$ cat src/rtl/hit_frame_counter_if.sv
// Frame-count result channel plus the serial bit/hit inputs of hit_frame_counter.
// master drives the stream and consumes results; slave is the counter itself.
interface hit_frame_counter_if #(
    parameter int CW = 5
);
    logic          bit_en;
    logic          hit;
    logic          clr;
    logic          cnt_ready;
    logic [CW-1:0] cnt_data;
    logic          cnt_valid;
    logic          ovf;

    modport master (
        output bit_en, hit, clr, cnt_ready,
        input  cnt_data, cnt_valid, ovf
    );

    modport slave (
        input  bit_en, hit, clr, cnt_ready,
        output cnt_data, cnt_valid, ovf
    );
endinterface

$ cat src/rtl/hit_frame_counter.sv
// Counts detector hits over FRAME_LEN qualified bits and hands the saturated count
// to a one-deep valid/ready register; closes that find it occupied are dropped into ovf.
//
// state | meaning
// EMPTY | no unaccepted result; cnt_valid low
// FULL  | cnt_data holds a result awaiting cnt_ready
module hit_frame_counter #(
    parameter int FRAME_LEN = 16,
    parameter int CW        = 5
) (
    input  logic               clk,
    input  logic               rst,
    hit_frame_counter_if.slave bus
);
    localparam int              BW   = (FRAME_LEN > 2) ? $clog2(FRAME_LEN) : 1;
    localparam logic [BW-1:0]   LAST = BW'(FRAME_LEN - 1);
    localparam logic [CW-1:0]   MAX  = '1;

    typedef enum logic {EMPTY, FULL} state_t;

    state_t        state, state_nxt;
    logic [BW-1:0] bit_cnt;
    logic [CW-1:0] acc;
    logic [CW-1:0] acc_sat;
    logic [CW:0]   sum;
    logic [CW-1:0] data_q;
    logic          ovf_q;
    logic          take;
    logic          close;
    logic          load;
    logic          drop;

    // clr outranks bit_en, so a cleared cycle can never close a frame
    assign take    = bus.bit_en & ~bus.clr;
    assign close   = take & (bit_cnt == LAST);
    assign sum     = {1'b0, acc} + {{CW{1'b0}}, bus.hit};
    assign acc_sat = sum[CW] ? MAX : sum[CW-1:0];

    always_ff @(posedge clk or negedge rst) begin
        if (!rst) begin
            bit_cnt <= '0;
            acc     <= '0;
        end else if (bus.clr) begin
            bit_cnt <= '0;
            acc     <= '0;
        end else if (bus.bit_en) begin
            if (close) begin
                bit_cnt <= '0;
                acc     <= '0;
            end else begin
                bit_cnt <= bit_cnt + BW'(1);
                acc     <= acc_sat;
            end
        end
    end

    always_comb begin
        state_nxt = state;
        load      = 1'b0;
        drop      = 1'b0;
        case (state)
            EMPTY: begin
                if (close) begin
                    state_nxt = FULL;
                    load      = 1'b1;
                end
            end
            FULL: begin
                if (close) begin
                    // accepting in the same cycle frees the slot for the new result
                    if (bus.cnt_ready) load = 1'b1;
                    else               drop = 1'b1;
                end else if (bus.cnt_ready) begin
                    state_nxt = EMPTY;
                end
            end
            default: state_nxt = EMPTY;
        endcase
    end

    always_ff @(posedge clk or negedge rst) begin
        if (!rst) begin
            state  <= EMPTY;
            data_q <= '0;
            ovf_q  <= 1'b0;
        end else begin
            state <= state_nxt;
            if (load) data_q <= acc_sat;
            if (drop) ovf_q  <= 1'b1;
        end
    end

    assign bus.cnt_valid = (state == FULL);
    assign bus.cnt_data  = data_q;
    assign bus.ovf       = ovf_q;
endmodule

$ cat src/flat_wrapper.sv
// flat-port wrapper written by rule: the top's interface ports become plain ports
module hit_frame_counter_flat 
#(
    parameter int FRAME_LEN = 16,
    parameter int CW        = 5
)
  (clk, rst, bus_bit_en, bus_hit, bus_clr, bus_cnt_ready, bus_cnt_data, bus_cnt_valid, bus_ovf);
  hit_frame_counter_if #(.CW(CW)) bus_i ();
  input  logic clk;
  input  logic rst;
  input wire logic [$bits(bus_i.bit_en)-1:0] bus_bit_en;
  input wire logic [$bits(bus_i.hit)-1:0] bus_hit;
  input wire logic [$bits(bus_i.clr)-1:0] bus_clr;
  input wire logic [$bits(bus_i.cnt_ready)-1:0] bus_cnt_ready;
  output wire logic [$bits(bus_i.cnt_data)-1:0] bus_cnt_data;
  output wire logic [$bits(bus_i.cnt_valid)-1:0] bus_cnt_valid;
  output wire logic [$bits(bus_i.ovf)-1:0] bus_ovf;
  assign bus_i.bit_en = bus_bit_en;
  assign bus_i.hit = bus_hit;
  assign bus_i.clr = bus_clr;
  assign bus_i.cnt_ready = bus_cnt_ready;
  assign bus_cnt_data = bus_i.cnt_data;
  assign bus_cnt_valid = bus_i.cnt_valid;
  assign bus_ovf = bus_i.ovf;
  hit_frame_counter #(.FRAME_LEN(FRAME_LEN), .CW(CW)) u_core (.clk(clk), .rst(rst), .bus(bus_i));
endmodule
$ cat config.mk
export PLATFORM = sky130hd
export DESIGN_NAME = hit_frame_counter_flat
export DESIGN_NICKNAME = d
export VERILOG_FILES = /design/src/rtl/hit_frame_counter_if.sv /design/src/rtl/hit_frame_counter.sv /design/src/flat_wrapper.sv
export SDC_FILE = /design/constraint.sdc
export NUM_CORES = 1
export LEC_CHECK = 0
export BUFFER_PORTS_ARGS = -buffer_cell sky130_fd_sc_hd__buf_4
export CAP_MARGIN = 15
export CORE_MARGIN = 4
export CORE_UTILIZATION = 53
export DETAILED_ROUTE_END_ITERATION = 7
export HOLD_SLACK_MARGIN = 0.03
export PLACE_DENSITY = 0.76
export SLEW_MARGIN = 20
export SYNTH_ARGS = -nofsm -noshare
export SYNTH_HDL_FRONTEND = slang
export SYNTH_SLANG_ARGS = --single-unit
$ cat constraint.sdc
create_clock -name clk -period 2.1 [get_ports clk]
set_input_delay 0.315 -clock clk [delete_from_list [all_inputs] [get_ports clk]]
set_output_delay 0.315 -clock clk [all_outputs]
set_load 0.02 [all_outputs]
==> flow_summary.yaml, run 1 <==
setup_path:
  startpoint_type: "flip-flop"
  cp.arrival_ps: 1780
  required_ps: 2280
  r2r_cells: 4
  path_class: "flip-flop to flip-flop"
  end_kind: "flip-flop"
  worstPathMaxFanout: 5
synth:
  synth_top_area_cell: "dfrtp_1"
  netlist_instances: 74
  synth_nets: 83
  syn_area_per_cell_um2: 10.9
  ys_seq_elements: 16
  syn_area_um2: 806
  synth_top_family_by_area: "simple AND/OR/NAND/NOR gates"
  synth_xor_area_share_pct: 1.09
  synthMuxAreaShare_pct: 10.1
  yosysWarnings: 0
  synth_compound_area_share_pct: 15.2
  synthAdderAreaFrac_pct: 4.66
  synthTopCellsByArea: "dfrtp_1, mux2i_1, ha_1"
  yosysUniqueCellTypes: 28
  ys_seq_area_share_pct: 49.7
  synthSimpleGateAreaFrac_pct: 16.9
  netlist.area_leader.share_pct: 49.7
finish:
  multi_input_area_um2: 387
  regArea_um2: 400
  fin_nets: 101
  utilization_pct: 69.3
  final_area_um2: 947
  fillers: 109
  drive_gt1_share_pct: 23.3
  area_growth_pct: 17.5
  diodes: 0
detailed_routing:
  avgViaCountPerCell: 5.99
  wirelength_um: 1550
  first_pass_iters: 4
  vias: 629
  wl_per_cell_um: 14.7
  antenna_left: 0
  drc: 0
  drt_iter0_markers: 12
clock_network:
  clk_pin_slew_ps: 90
  cts.htree.levels: 1
  cts_buffers: 3
  clockRootBuffer: "clkbuf_4"
  cts.sinks: 16
  ctsResizeCount: 0
  clk_path_buf_depth: 2
  clk_latency_ps: 290
  cts_tree: "built"
floorplan:
  ioPinCount: 13
  start_util_pct: 59.0
  rows: 13
  design.core.area_mm2: 0.00137
  die_w_um: 47.0
  die_area_mm2: 0.00221
  die_h_um: 47.0
power_and_ir_drop:
  p_sw_share_pct: 24.0
  p_switching_uw: 125
  seq_power_share_pct: 61.0
  p_leak_uw: 0.000463
  combPwrFrac_pct: 7.8
  power_per_cell_area_mw_per_mm2: 551
  p_int_uw: 397
  pwr-share-clk_pct: 31.2
  ir_drop_uv: 442
timing:
  fin_crit_ps: 1600
  slew_viol_final: 0
  hold_viol: 0
  rsz0062_at_grt: "no"
  fin_ws_ps: 503
  setup_viol: 0
  fmax_mhz: 626
  period_share_pct: 76.0
  tightest_slew_ps: 485
  fin_tns_setup_ps: 0
  fin_skew_ps: 1.36
  slew_headroom_pct: 67.5
flow_run:
  maxCapViolCount: 0
worst_hold_path:
  hp-class: "input port to flip-flop"
  hold_path_depth: 2
global_route:
  grt_pass1_wl_um: 2430
  grt_pass1_vias: 556
  grt_use_total_pct: 16.6
  grt_max_degree: 17
  grt-ovfl-total: 0
  antenna_found_initial: 0
outcome:
  status: "finished, final reports clean"
placed_design:
  place_ws_ps: 501
  gp_congestion: 0.863
  dp_hpwl_um: 1080
  port_buffers: 12
  placedInstanceArea_um2: 915
## registers in the layout, indices dropped and copies added (netlist names)
name / cells
u_core.bit_cnt: 4
u_core.bus.cnt_valid: 1
u_core.bus.ovf: 1
u_core.acc: 5
u_core.bus.cnt_data: 5
## placed cells by master (no fill, tap or decap), drive strengths merged, types with 4 or more instances in the layout
cell type	instances
dfrtp	16
a21oi	4
mux2i	4
buf	12
nand2	5
nor2b	4
nor2	4
inv	5
o21ai	4
## critical path: stages, from the launching register on
cell and delay [ps]:
dfrtp_1 400, ha_1 220, nand4_2 150, nor3_4 380, mux2_4 330
## worst paths after layout
kind                                          startpoint                                  to  slack, ps
max                        u_core.bit_cnt[0]$_DFFE_PN0P_  u_core.bus.cnt_data[3]$_DFFE_PN0P_        500
min in group asynchronous                            rst           u_core.acc[0]$_DFFE_PN0P_        410
max reg2reg                u_core.bit_cnt[0]$_DFFE_PN0P_  u_core.bus.cnt_data[3]$_DFFE_PN0P_        500
min reg2reg                   u_core.bus.ovf$_DFFE_PN0P_          u_core.bus.ovf$_DFFE_PN0P_        460
min                                              bus_clr       u_core.bit_cnt[2]$_DFFE_PN0P_        240
max in group asynchronous                            rst  u_core.bus.cnt_data[4]$_DFFE_PN0P_       1520
## final cells by class
type,instances,area share [%]
timing repair buffer,13,10.6
sequential,16,42.3
tap,15,1.98
clock buffer,3,2.38
multi-input combinational,53,40.8
inverter,5,1.98
## cells by family after synthesis
group	Yosys count
XOR/XNOR	1
adder cells (fa/ha/maj)	3
multiplexers	7
flip-flops	16
AND/OR/NAND/NOR	23
buffers and inverters	5
AO/OA/AOI/OAI	19
## metrics by stage
step	power (uW)	hold WS, ps	instances
CTS	526	234	105
global placement	363	184	101
global route	545	237	105
floorplan	342	19.4	74
detailed placement	364	187	101
finish	522	241	105
## cells in the mapped netlist
library cell / count
a211oi_1: 1
nand4_2: 1
a21oi_1: 4
nand2_1: 5
nor3_4: 1
o211ai_1: 1
mux2i_1: 4
nand3_1: 3
a21o_1: 1
a21boi_0: 1
o22ai_1: 1
or2_2: 1
a32o_1: 1
a41oi_1: 1
and3_1: 1
a31oi_1: 3
mux2_4: 2
inv_1: 5
mux2_2: 1
dfrtp_1: 16
nand2b_1: 2
nor2_1: 4
o21ai_0: 4
a32oi_1: 1
nor2b_1: 4
and4_1: 1
ha_1: 3
xor2_1: 1
## power groups by stage
stage	combinational [uW]	clock, uW	sequential, uW
global placement	38.4	0	324
global route	46.7	179	319
CTS	41.2	167	319
finish	40.5	163	319
floorplan	18.6	0	324
detailed placement	39.5	0	325
## layer usage
layer  vias to the layer above  wire length, um  GRT usage [%]  part of all wire (%)
li1                        304                -              -                     -
met1                       295              669           19.7                    43
met2                        25              710           25.7                    46
met3                         5              116           3.45                   7.5
met4                         0               48           13.3                   3.1
met5                         -                0              0                     0
## timing repair
item | 4_1_cts | 5_1_grt
hold buffers | 1 | 0
endpoints found under the hold margin | 16 | 0
buffers inserted | 0 | 0
(Power assumes the default switching activity.)
==> inputs of run 2 (changes only) <==
--- a/config.mk
+++ b/config.mk
@@ -7,11 +7,12 @@
 export LEC_CHECK = 0
 export BUFFER_PORTS_ARGS = -buffer_cell sky130_fd_sc_hd__buf_4
 export CAP_MARGIN = 15
+export CORE_ASPECT_RATIO = 1.2
 export CORE_MARGIN = 4
-export CORE_UTILIZATION = 53
+export CORE_UTILIZATION = 48
 export DETAILED_ROUTE_END_ITERATION = 7
 export HOLD_SLACK_MARGIN = 0.03
-export PLACE_DENSITY = 0.76
+export PLACE_DENSITY = 0.72
 export SLEW_MARGIN = 20
 export SYNTH_ARGS = -nofsm -noshare
 export SYNTH_HDL_FRONTEND = slang
==> constraint.sdc (replaced) <==
create_clock -name clk -period 1.4 [get_ports clk]
set_input_delay 0.21 -clock clk [delete_from_list [all_inputs] [get_ports clk]]
set_output_delay 0.21 -clock clk [all_outputs]
set_load 0.02 [all_outputs]
==> run 2 against run 1 <==
  * The run now ends with negative setup slack left
  * Critical path type unchanged
  * Clock skew is 0.51 ps higher
  * Critical endpoint is now u_core.bus.cnt_data[4]$_DFFE_PN0P_
  * Register-to-register slack worse by 560 ps
  * Worst setup slack worse by 560 ps
  * Global-route usage is 0.82 points higher
  * Sequential power is 51% higher
  * Core utilization is 3.8 points higher
==> flow_summary.yaml, run 2 (synthesized netlist as in run 1, its figures left out) <==
timing:
  period_share_pct: 104
  tightest_slew_ps: 496
  fmax_mhz: 685
  slew_headroom_pct: 66.8
  slew_viol_final: 0
  rsz0062_at_grt: "yes"
  hold_viol: 0
  fin_skew_ps: 1.87
  fin_crit_ps: 1460
  setup_viol: 2
  fin_ws_ps: -59.6
power_and_ir_drop:
  finalPower_uw: 807
  ir_drop_uv: 574
  p_leak_uw: 0.000522
  power_per_cell_area_mw_per_mm2: 726
setup_path:
  cpPeakStageDelay_ps: 410
  r2r_cells: 5
  path_class: "flip-flop to flip-flop"
  rrSetupSlack_ps: -60
  crit_chain: "ha_4 > nand4_4 > nor3_4 > buf_6 > mux2_4"
  crit_path_top_delay_cell: "dfrtp_1"
  required_ps: 1570
  worstPathMaxFanout: 2
  r2r_start: "u_core.bit_cnt[0]$_DFFE_PN0P_"
  crit_start: "u_core.bit_cnt[0]$_DFFE_PN0P_"
  cp.arrival_ps: 1630
  r2r_end: "u_core.bus.cnt_data[4]$_DFFE_PN0P_"
  startpoint_type: "flip-flop"
  end_kind: "flip-flop"
finish:
  area_growth_pct: 37.9
  multi_input_area_um2: 469
  drive_gt1_share_pct: 39.0
  final_cell_mix: "buf_4, dfrtp_1, nand2_1, inv_1"
  regArea_um2: 400
  fin_nets: 111
  final_common_cell: "buf_4"
  diodes: 0
  final_cell_count_no_fill: 117
  fillers: 103
detailed_routing:
  drc: 0
  avgViaCountPerCell: 5.80
  antenna_left: 0
  wl_per_cell_um: 15.5
  first_pass_iters: 4
  drt_iter0_markers: 6
  vias: 679
  wirelength_um: 1810
global_route:
  grt_max_degree: 17
  grt-ovfl-total: 0
  grt_pass1_wl_um: 3030
  grt_use_total_pct: 17.4
  antenna_found_initial: 0
  grt_pass1_vias: 711
flow_run:
  maxCapViolCount: 0
floorplan:
  die_w_um: 45.4
  ioPinCount: 13
  rows: 15
  design.core.area_mm2: 0.00152
  start_util_pct: 53.0
  die_area_mm2: 0.00240
  die_h_um: 52.9
worst_hold_path:
  min_from: "bus_clr"
  hp-class: "input port to flip-flop"
  hold_path_depth: 2
  holdPathEnd: "u_core.bit_cnt[1]$_DFFE_PN0P_"
clock_network:
  clk_path_buf_depth: 2
  cts_tree: "built"
  cts.htree.levels: 1
  clk_latency_ps: 280
  clockRootBuffer: "clkbuf_4"
  clk_pin_slew_ps: 90
  cts_buffers: 3
  cts.sinks: 16
outcome:
  status: "complete, but fails checks"
  violations: "negative setup slack"
placed_design:
  dp_hpwl_um: 1220
  port_buffers: 12
  gp_congestion: 0.764
  placed_cells: 110
run 2: layout make-up:
| class | instances | area share, % |
|---|---|---|
| tap | 17 | 1.91 |
| timing repair buffer | 23 | 16.1 |
| multi-input combinational | 53 | 42.2 |
| clock buffer | 3 | 2.03 |
| sequential | 16 | 36.0 |
| inverter | 5 | 1.69 |
run 2: metal layers:
metal / global-route usage [%] / vias up / part of all wire, %
li1: - / 328 / -
met3: 2.72 / 4 / 2.8
met1: 22.1 / 333 / 43
met4: 6.34 / 0 / 1.7
met2: 29.1 / 14 / 52
met5: 0 / - / 0
run 2: what timing repair did:
action	in CTS	in global routing
hold buffers	1	0
pin swaps	2	5
setup buffers	0	3
setup endpoints to repair	6	12
endpoints found under the hold margin	16	0
gates cloned	0	0
gates resized for setup	5	7
run 2: worst max path at each step:
| stage | to | slack [ps] | cells past startpoint |
|---|---|---|---|
| floorplan | u_core.bus.cnt_data[3]$_DFFE_PN0P_ | -20 | 4 |
| global placement | u_core.bus.cnt_data[4]$_DFFE_PN0P_ | -30 | 5 |
| detailed placement | u_core.bus.cnt_data[4]$_DFFE_PN0P_ | -100 | 5 |
| CTS | u_core.bus.cnt_data[0]$_DFFE_PN0P_ | -30 | 5 |
| global route | u_core.bus.cnt_data[4]$_DFFE_PN0P_ | -110 | 5 |
| finish | u_core.bus.cnt_data[4]$_DFFE_PN0P_ | -60 | 5 |
run 2: through the flow:
| step | TNS [ps] | cell area, um2 | worst slack [ps] | hold slack, ps | utilization (%) |
|---|---|---|---|---|---|
| after floorplan | -43.5 | 827 | -21.8 | -85.6 | - |
| after global placement | -76.9 | 991 | -30.9 | 80.0 | 65.2 |
| after detailed placement | -284 | 991 | -99.9 | 80.9 | 65.2 |
| after CTS | -101 | 1060 | -26.4 | 139 | 69.5 |
| after global routing | -668 | 1110 | -113 | 149 | 73.1 |
| final | -112 | 1110 | -59.6 | 144 | 73.1 |
run 2: worst max-delay path, delay by kind of cell (launching register included):
family / cells / cell delay, ps
mux: 1 / 290
buf+inv: 1 / 140
fa+ha+maj: 1 / 170
flops: 1 / 410
simple gates: 2 / 350
run 2: where the power goes:
| part | switching, uW | internal (uW) |
|---|---|---|
| Clock | 135 | 99.6 |
| Sequential | 10.4 | 470 |
| Combinational | 46.4 | 45.3 |
==> inputs of run 3 (changes only) <==
--- a/config.mk
+++ b/config.mk
@@ -5,10 +5,9 @@
 export SDC_FILE = /design/constraint.sdc
 export NUM_CORES = 1
 export LEC_CHECK = 0
-export BUFFER_PORTS_ARGS = -buffer_cell sky130_fd_sc_hd__buf_4
+export BUFFER_PORTS_ARGS = -buffer_cell sky130_fd_sc_hd__clkbuf_2
 export CAP_MARGIN = 15
 export CORE_ASPECT_RATIO = 1.2
-export CORE_MARGIN = 4
 export CORE_UTILIZATION = 48
 export DETAILED_ROUTE_END_ITERATION = 7
 export HOLD_SLACK_MARGIN = 0.03
==> run 3 against run 2 <==
  * Routed wire length decreased by 1.9%
  * Largest power group unchanged
  * Clock skew increased by 3.9 ps
  * Global-route usage increased by 6.0 points
  * The flow still finishes with violations (negative setup slack)
  * Critical path type unchanged
  * Maximum frequency increased by 1.5%
==> flow_summary.yaml, run 3 (synthesized netlist as in run 1, its figures left out) <==
outcome:
  status: "complete, but fails checks"
  violations: "negative setup slack"
power_and_ir_drop:
  pwr-share-clk_pct: 35.5
  p_sw_share_pct: 23.7
  combPwrFrac_pct: 9.3
  ir_drop_uv: 531
  p_int_uw: 666
  seq_power_share_pct: 55.2
  power_per_cell_area_mw_per_mm2: 797
  p_switching_uw: 206
  p_leak_uw: 0.000516
timing:
  rsz0062_at_grt: "yes"
  hold_viol: 0
  tightest_slew_ps: 492
  fin_skew_ps: 5.75
  slew_headroom_pct: 67.1
  fin_tns_setup_ps: -66.7
  fin_ws_ps: -37.4
  setup_viol: 3
  period_share_pct: 103
  fin_crit_ps: 1440
  fmax_mhz: 696
  slew_viol_final: 0
  timing.hold.ws_ps: 187
clock_network:
  clk_latency_ps: 290
  cts.htree.levels: 1
  cts_buffers: 3
  cts.sinks: 16
  cts_tree: "built"
  clk_pin_slew_ps: 100
  clockRootBuffer: "clkbuf_4"
  clk_path_buf_depth: 2
floorplan:
  die_area_mm2: 0.00185
  ioPinCount: 13
  rows: 15
  design.core.area_mm2: 0.00150
  start_util_pct: 53.7
  die_h_um: 46.9
  die_w_um: 39.4
detailed_routing:
  drc: 0
  wl_per_cell_um: 15.2
  antenna_left: 0
  wirelength_um: 1770
  first_pass_iters: 4
  avgViaCountPerCell: 5.63
  vias: 659
  drt_iter0_markers: 11
global_route:
  grt_pass1_wl_um: 2860
  grt_use_total_pct: 23.4
  grt-ovfl-total: 0
  antenna_found_initial: 0
  grt_pass1_vias: 659
  grt_max_degree: 17
finish:
  multi_input_area_um2: 475
  final_common_cell: "dfrtp_1"
  diodes: 0
  fin_nets: 110
  final_cell_mix: "dfrtp_1, clkbuf_2, buf_4, nand2_1, inv_1"
  area_growth_pct: 35.7
  regArea_um2: 400
  drive_gt1_share_pct: 40.0
  fillers: 121
flow_run:
  maxCapViolCount: 0
setup_path:
  end_kind: "flip-flop"
  cp.arrival_ps: 1620
  startpoint_type: "flip-flop"
  required_ps: 1580
  worstPathMaxFanout: 5
  path_class: "flip-flop to flip-flop"
placed_design:
  port_buffers: 12
  dp_hpwl_um: 1220
  gp_congestion: 0.737
worst_hold_path:
  hp-class: "input port to flip-flop"
[run 3: area by class of cell]
cell class / instances / share of cell area (%)
tap: 17 / 1.95
sequential: 16 / 36.6
clock buffer: 4 / 3.32
multi-input combinational: 53 / 43.5
timing repair buffer: 22 / 12.9
inverter: 5 / 1.72
[run 3: final timing paths]
| check | from | endpoint | slack (ps) | depth (start not counted) |
|---|---|---|---|---|
| worst max-delay path | u_core.acc[0]$_DFFE_PN0P_ | u_core.bus.cnt_data[3]$_DFFE_PN0P_ | -40 | 4 |
| worst min-delay path | bus_clr | u_core.bit_cnt[1]$_DFFE_PN0P_ | 190 | 2 |
| worst max register to register | u_core.acc[0]$_DFFE_PN0P_ | u_core.bus.cnt_data[3]$_DFFE_PN0P_ | -40 | 4 |
| worst min register to register | u_core.bus.ovf$_DFFE_PN0P_ | u_core.bus.ovf$_DFFE_PN0P_ | 470 | 1 |
| max in group asynchronous | rst | u_core.acc[3]$_DFFE_PN0P_ | 740 | 2 |
| min in group asynchronous | rst | u_core.bus.cnt_data[0]$_DFFE_PN0P_ | 360 | 2 |
[run 3: worst max-delay path, stage by stage, from the launching register on]
cell     delay (ps)
dfrtp_1         400
ha_4            180
and3_4          190
mux2_4          300
mux2_4          250
[run 3: metrics by stage]
stage	instances	instance area [um2]	utilization, %	total power (uW)	setup WS [ps]
after floorplan	74	827	-	518	-21.8
after global placement	110	961	64.0	552	-28.2
after detailed placement	110	961	64.0	554	-68.8
after CTS	116	1070	71.6	871	-24.2
after global routing	117	1090	72.8	921	-86.6
final	117	1090	72.8	872	-37.4
[run 3: power groups by stage]
stage / Sequential, uW / Combinational [uW] / Clock, uW
floorplan: 488 / 29.9 / 0
global placement: 488 / 63.3 / 0
detailed placement: 489 / 65.3 / 0
CTS: 481 / 76.8 / 313
global route: 482 / 93.6 / 345
finish: 481 / 80.9 / 310
[run 3: routing by layer]
| layer | track usage (%) | part of all wire [%] | vias up |
|---|---|---|---|
| met5 | 0 | 0 | - |
| met4 | 8.97 | 1.2 | 0 |
| met1 | 27.4 | 42 | 323 |
| met3 | 4.27 | 1.9 | 4 |
| met2 | 41.6 | 55 | 10 |
| li1 | - | - | 322 |
[run 3: repair_timing]
action	in CTS	in global routing
gates resized for setup	10	4
cloned	0	0
pin swaps	4	3
setup endpoints to repair	7	12
hold buffers	1	0
buffers inserted	1	1
endpoints found under the hold margin	16	0
